<file path="config.mk">
export PLATFORM = sky130hd
export DESIGN_NAME = memwb_stage_reg
export DESIGN_NICKNAME = d
export VERILOG_FILES = /design/src/rtl/memwb_stage_reg.sv
export SDC_FILE = /design/constraint.sdc
export NUM_CORES = 1
export LEC_CHECK = 0
export ABC_AREA = 1
export BUFFER_PORTS_ARGS = -buffer_cell sky130_fd_sc_hd__buf_2
export CORE_MARGIN = 5
export CORE_UTILIZATION = 46
export DETAILED_ROUTE_END_ITERATION = 10
export GPL_ROUTABILITY_DRIVEN = 0
export GPL_TIMING_DRIVEN = 0
export PLACE_DENSITY = 0.88
export SYNTH_ARGS = -nofsm -noshare
export SYNTH_HDL_FRONTEND = slang
export SYNTH_SLANG_ARGS = --single-unit
export TNS_END_PERCENT = 10
</file>
<file path="constraint.sdc">
create_clock -name clk -period 1.45 [get_ports clk]
set_input_delay 0.0725 -clock clk [delete_from_list [all_inputs] [get_ports clk]]
set_output_delay 0.0725 -clock clk [all_outputs]
set_load 0.02 [all_outputs]
</file>
<file path="src/rtl/memwb_stage_reg.sv">
// rtl/memwb_stage_reg.sv - MEM/WB pipeline register with stall/flush, one-shot write enable, halt FSM and retire counter
module memwb_stage_reg #(
  parameter int DATA_W     = 16,
  parameter int REG_ADDR_W = 4,
  parameter int CNT_W      = 16
) (
  input  logic                  clk,
  input  logic                  rst,
  input  logic                  stall,
  input  logic                  flush,
  input  logic                  valid_in,
  input  logic                  RegWrite_in,
  input  logic                  ret_in,
  input  logic                  mem_to_reg_in,
  input  logic                  HALT_in,
  input  logic [REG_ADDR_W-1:0] reg_rd_in,
  input  logic [DATA_W-1:0]     mem_read_data_in,
  input  logic [DATA_W-1:0]     alu_result_in,
  output logic                  valid_out,
  output logic                  RegWrite_out,
  output logic                  ret_out,
  output logic                  mem_to_reg_out,
  output logic                  HALT_out,
  output logic [REG_ADDR_W-1:0] reg_rd_out,
  output logic [DATA_W-1:0]     mem_read_data_out,
  output logic [DATA_W-1:0]     alu_result_out,
  output logic [DATA_W-1:0]     wb_data,
  output logic                  wb_we,
  output logic                  halted,
  output logic [CNT_W-1:0]      retire_cnt
);

  typedef enum logic {ST_RUN = 1'b0, ST_HALTED = 1'b1} state_t;

  state_t                r_state;
  state_t                w_state_nxt;
  logic                  r_valid;
  logic                  r_regwrite;
  logic                  r_ret;
  logic                  r_mem_to_reg;
  logic                  r_halt;
  logic                  r_fresh;
  logic [REG_ADDR_W-1:0] r_reg_rd;
  logic [DATA_W-1:0]     r_mem_data;
  logic [DATA_W-1:0]     r_alu;
  logic [CNT_W-1:0]      r_cnt;
  logic                  w_load;
  logic                  w_bubble;

  // A new entry is accepted only while running and neither flushed nor stalled.
  assign w_load   = !flush && !stall && (r_state == ST_RUN);
  // Flush always wins; a halted core keeps emitting bubbles unless stalled.
  assign w_bubble = flush || (!stall && (r_state == ST_HALTED));

  always_comb begin
    w_state_nxt = r_state;
    if (w_load && valid_in && HALT_in) begin
      w_state_nxt = ST_HALTED;
    end
  end

  always_ff @(posedge clk) begin
    if (rst) begin
      r_state <= ST_RUN;
    end else begin
      r_state <= w_state_nxt;
    end
  end

  always_ff @(posedge clk) begin
    if (rst) begin
      r_valid      <= 1'b0;
      r_regwrite   <= 1'b0;
      r_ret        <= 1'b0;
      r_mem_to_reg <= 1'b0;
      r_halt       <= 1'b0;
      r_fresh      <= 1'b0;
      r_reg_rd     <= '0;
      r_mem_data   <= '0;
      r_alu        <= '0;
    end else if (w_bubble) begin
      r_valid      <= 1'b0;
      r_regwrite   <= 1'b0;
      r_ret        <= 1'b0;
      r_mem_to_reg <= 1'b0;
      r_halt       <= 1'b0;
      r_fresh      <= 1'b0;
    end else if (stall) begin
      // Held entry must not write back or report HALT a second time.
      r_fresh      <= 1'b0;
      r_halt       <= 1'b0;
    end else begin
      r_valid      <= valid_in;
      r_fresh      <= valid_in;
      r_regwrite   <= RegWrite_in & valid_in;
      r_ret        <= ret_in & valid_in;
      r_mem_to_reg <= mem_to_reg_in & valid_in;
      r_halt       <= HALT_in & valid_in;
      r_reg_rd     <= reg_rd_in;
      r_mem_data   <= mem_read_data_in;
      r_alu        <= alu_result_in;
    end
  end

  always_ff @(posedge clk) begin
    if (rst) begin
      r_cnt <= '0;
    end else if (w_load && valid_in) begin
      r_cnt <= r_cnt + CNT_W'(1);
    end
  end

  assign valid_out         = r_valid;
  assign RegWrite_out      = r_regwrite;
  assign ret_out           = r_ret;
  assign mem_to_reg_out    = r_mem_to_reg;
  assign HALT_out          = r_halt;
  assign reg_rd_out        = r_reg_rd;
  assign mem_read_data_out = r_mem_data;
  assign alu_result_out    = r_alu;
  assign wb_data           = r_mem_to_reg ? r_mem_data : r_alu;
  assign wb_we             = r_valid & r_regwrite & r_fresh;
  assign halted            = (r_state == ST_HALTED);
  assign retire_cnt        = r_cnt;

endmodule

</file>
# Word level (Yosys, flattened, before mapping)
# Cells that the tools add are included.
[word_totals] reg_bits=59 out_inout_bits=75 elab_cells=33
[op_classes] addsub=1 bitwise_logic=9 muxes=1 n_reduce_logical=11
[op_table] op="16-bit by 1-bit adder with 16-bit output (second input constant)" count=1
[op_table] op="16-bit 2-to-1 mux" count=1
[op_table] op="1-bit bitwise AND" count=6
[op_table] op="1-bit logical AND" count=5
[op_table] op="1-bit NOT" count=3
[op_table] op="3-bit OR reduction" count=1
[op_table] op="1-bit zero test" count=2
[op_table] op="2-bit AND reduction" count=1
[op_table] op="2-bit OR reduction" count=1
[op_table] op="1-bit logical OR" count=1

# Depth between registers and ports, before layout
[logic_depth] word_depth=5 mapped_depth=9 depth_no_buf=9

# Worst setup path before layout
# Ideal clock, no wire load.
[synth_path] path_kind="register to register" from="register r_cnt[1], in the netlist retire_cnt[1]" to="register r_cnt[10], in the netlist retire_cnt[10]" setup_time_ns=0.115 arrival_time_ns=1.328 stages_incl_launch_ff=9 period_less_slack_ns=1.443 slack_ns=0.007 cell_sequence="dfxtp_1 > ha_1 > nand2_1 > inv_1 > nand3_1 > nor2_8 > nand3_1 > nand2_1 > nor2_1"
[synth_between] elab_chain_len=1
[synth_lines] element="start, declared" line_no="46" rtl="logic [CNT_W-1:0] r_cnt;"
[synth_lines] element="start signal, assigned" line_no="109" rtl="r_cnt <= r_cnt + CNT_W'(1);"
[synth_lines] element="16-bit by 1-bit adder with 16-bit output" line_no="109"
# No other way between the ends.
# A chain may end at the register's enable or synchronous reset.

# Worst setup path after layout
[layout_path] from="register r_cnt[0], in the netlist retire_cnt[0]" to="register r_cnt[14], in the netlist retire_cnt[14]"
# Same word-level chain as after synthesis.

==> reports/qor.csv <==
stage;metric;value;unit
synth;ys_types;24;
synth;synthCells;343;
synth;ys_ff_latch;59;
synth;ys_warn_count;0;
min_path;hp-class;in -> reg;
min_path;hold_end;mem_read_data_out[0]$_SDFFE_PP0P_;
sta;period_needed;1.36;ns
worst_setup_path;r2r-end;retire_cnt[14]$_SDFFE_PP0P_;
min_path;hold_path_startpoint;mem_read_data_in[0];
worst_setup_path;crit_buf_inv;1;
cts;clock_latency;0.33;ns
min_path;hold_depth;3;
cts;cts_tree;done;
final_layout;layout_common_cells;121 x buf_2, 63 x nor2_1, 57 x nand2_1;
detailed_routing;dr.pass1.iters;4;
worst_setup_path;r2r_slack;0.09;ns
sta;finalHoldViolCount;0;
global_route;grt_max_degree;11;
floorplan;io_pins;120;
final_layout;fillers;456;
cts;cts.sinks;59;
worst_setup_path;critPathKind;reg -> reg;
placed_design;dp_cells;531;
global_route;grt_pass1_vias;2606;
worst_setup_path;worstPathCellList;ha_1 -> nand2_1 -> inv_1 -> nand3_2 -> nor2_8 -> nand3_1 -> nand2_1 -> nor2_1;
run_status;status;finished, final reports clean;
final_layout;drive_gt1_frac;0.315;
power;p_per_area;1090;nW/um^2
placed_design;place_ws;0.0439;ns
worst_setup_path;r2r-start;retire_cnt[0]$_SDFFE_PP0P_;
floorplan;core_area;5140;um^2
final_layout;layout_commonest_cell;buf_2;
worst_setup_path;r2r_cells;8;
sta;slew_violations;0;
global_route;busiest_layer;met2;
power;ir_worst_vdd;0.000567;V
detailed_routing;drt_iter0_drc;102;
sta;setup_slack;0.0889;ns
synth;synth_area;2450;um^2
global_route;antenna_found_initial;0;
power;finalPower;3.79;mW
worst_setup_path;crit_top_cell;nand2_1;
detailed_routing;drcViolationCount;0;
cts;clk_pin_slew_worst_paths;0.06;ns
global_route;use_met1;0.242;
synth;syn_avg_cell_area;7.16;um^2
worst_setup_path;slowest_delay;0.36;ns
floorplan;fp.dieArea;6900;um^2
sta;relSlewSlack;0.663;
run;maxCapViolCount;0;
global_route;grt_pass1_wl;12400;um
worst_setup_path;slowest_stage;dfxtp_2;
floorplan;start_util;0.478;
synth;ys_seq_area_frac;0.481;
final_layout;finalNetCount;531;
sta;grt_setup_unrepaired;true;
cts;clock-root-buffer;clkbuf_8;
worst_setup_path;cp_top_family;simple AND/OR/NAND/NOR gates;
sta;fin_skew;0.00689;ns
final_layout;num_antenna_cells;0;
floorplan;die-width;83.1;um
detailed_routing;wire_per_inst;13.4;um
detailed_routing;routed_wl;7500;um
sta;worstMarginPinSlew;0.500;ns
worst_setup_path;critPathCaptureType;flip-flop;
global_route;overflow;0;
cts;cts_htree_levels;3;
detailed_routing;viasPerCell;4.99;
worst_setup_path;worstSetupStartpointType;flip-flop;
final_layout;final_cells;559;
cts;clk_path_buf_depth;2;
sta;setup_viol;0;
worst_setup_path;crit_required;1.67;ns
power;leakagePower;1.70;nW
placed_design;dp_hpwl;5590;um
cts;numCtsBuffers;9;
cts;cts_setup_buffers;0;
worst_setup_path;cp.arrival;1.58;ns
global_route;met3_usage;0.0752;
detailed_routing;ant_nets;0;
sta;fin_crit_sh;0.939;
sta;max_freq;0.735;GHz
worst_setup_path;cp_max_fo;5;
global_route;track_usage;0.216;
placed_design;io_buffers;118;
floorplan;dieHeight;83.1;um
global_route;use_met2;0.380;
synth;synthesis.nets;389;
sta;hold-worst-slack;0.00782;ns
detailed_routing;vias;2790;
floorplan;rows;26;
final_layout;syn_to_final_growth;41.8;%
## area by class of cell
class	count	area [um^2]	area share
flip-flops and latches	59	1180	0.340
multi-input cells	236	1090	0.313
repair buffers	130	711	0.204
clock buffers	13	159	0.0457
inverters	33	124	0.0356
plain buffers	16	90.1	0.0259
well taps	70	87.6	0.0252
clock inverters	2	35.0	0.0101
## registers in the layout, summed over array words and instances (netlist names)
register / count
alu_result_out: 16
mem_read_data_out: 16
retire_cnt: 16
reg_rd_out: 4
HALT_out: 1
RegWrite_out: 1
halted: 1
mem_to_reg_out: 1
r_fresh: 1
ret_out: 1
valid_out: 1
## metrics by stage
| stage | utilization | setup TNS, ns | cell area (um^2) |
|---|---|---|---|
| finish | 0.677 | 0 | 3480 |
| global placement | 0.610 | 0 | 3130 |
| detailed placement | 0.610 | 0 | 3130 |
| floorplan | - | 0 | 2450 |
| CTS | 0.668 | 0 | 3440 |
| global route | 0.677 | -0.139 | 3480 |
## metal layers
| layer | part of all wire | vias to the layer above |
|---|---|---|
| met5 | 0 | - |
| met1 | 0.40 | 1263 |
| met3 | 0.092 | 12 |
| met2 | 0.49 | 129 |
| met4 | 0.015 | 0 |
| li1 | - | 1386 |
## synth_stat cells, drive strengths merged
cell type,count,share of area
a21oi,32,0.065
inv,32,0.049
o21ai,56,0.11
nand2,58,0.090
clkinv,1,0.0015
nand4,1,0.0026
buf,5,0.015
and3,1,0.0026
clkbuf,11,0.017
o21bai,1,0.0031
and2,1,0.0026
a21o,1,0.0031
dfxtp,59,0.48
nand3,10,0.022
ha,1,0.0051
nor2,68,0.12
nor3,5,0.010
## cell families after synthesis
family,share of synthesized area
AOI/OAI and AO/OA,0.186
and+or+nand+nor,0.246
DFF,0.481
adders and majority gates,0.00510
buffers and inverters,0.0826
## power breakdown
part	internal [mW]	switching (mW)
Clock	0.877	0.589
Combinational	0.212	0.360
Sequential	1.70	0.0483
Total	2.79	0.997
## worst register-to-register path, stage by stage (launching register included)
cell     delay (ns)
dfxtp_2        0.36
ha_1           0.17
nand2_1        0.08
inv_1          0.10
nand3_2        0.17
nor2_8         0.19
nand3_1        0.09
nand2_1        0.06
nor2_1         0.04
## worst max path at each step
stage	from	to	slack [ns]	depth (start not counted)
6_report	retire_cnt[0]$_SDFFE_PP0P_	retire_cnt[14]$_SDFFE_PP0P_	0.09	8
3_3_place_gp	retire_cnt[1]$_SDFFE_PP0P_	retire_cnt[12]$_SDFFE_PP0P_	0.1	8
5_1_grt	retire_cnt[0]$_SDFFE_PP0P_	retire_cnt[14]$_SDFFE_PP0P_	-0.04	8
3_5_place_dp	retire_cnt[1]$_SDFFE_PP0P_	retire_cnt[14]$_SDFFE_PP0P_	0.04	8
4_1_cts	mem_to_reg_out$_SDFFE_PP0N_	wb_data[3]	0.002	3
2_1_floorplan	retire_cnt[1]$_SDFFE_PP0P_	retire_cnt[10]$_SDFFE_PP0P_	0.007	8
## repair_timing
action,CTS,global route
endpoints found under the setup margin,16,38
resized for setup,5,10
endpoints found under the hold margin,15,2
cloned,0,1
pin swaps,0,1
hold buffers,10,2
Power figures use the tool's default switching activity.
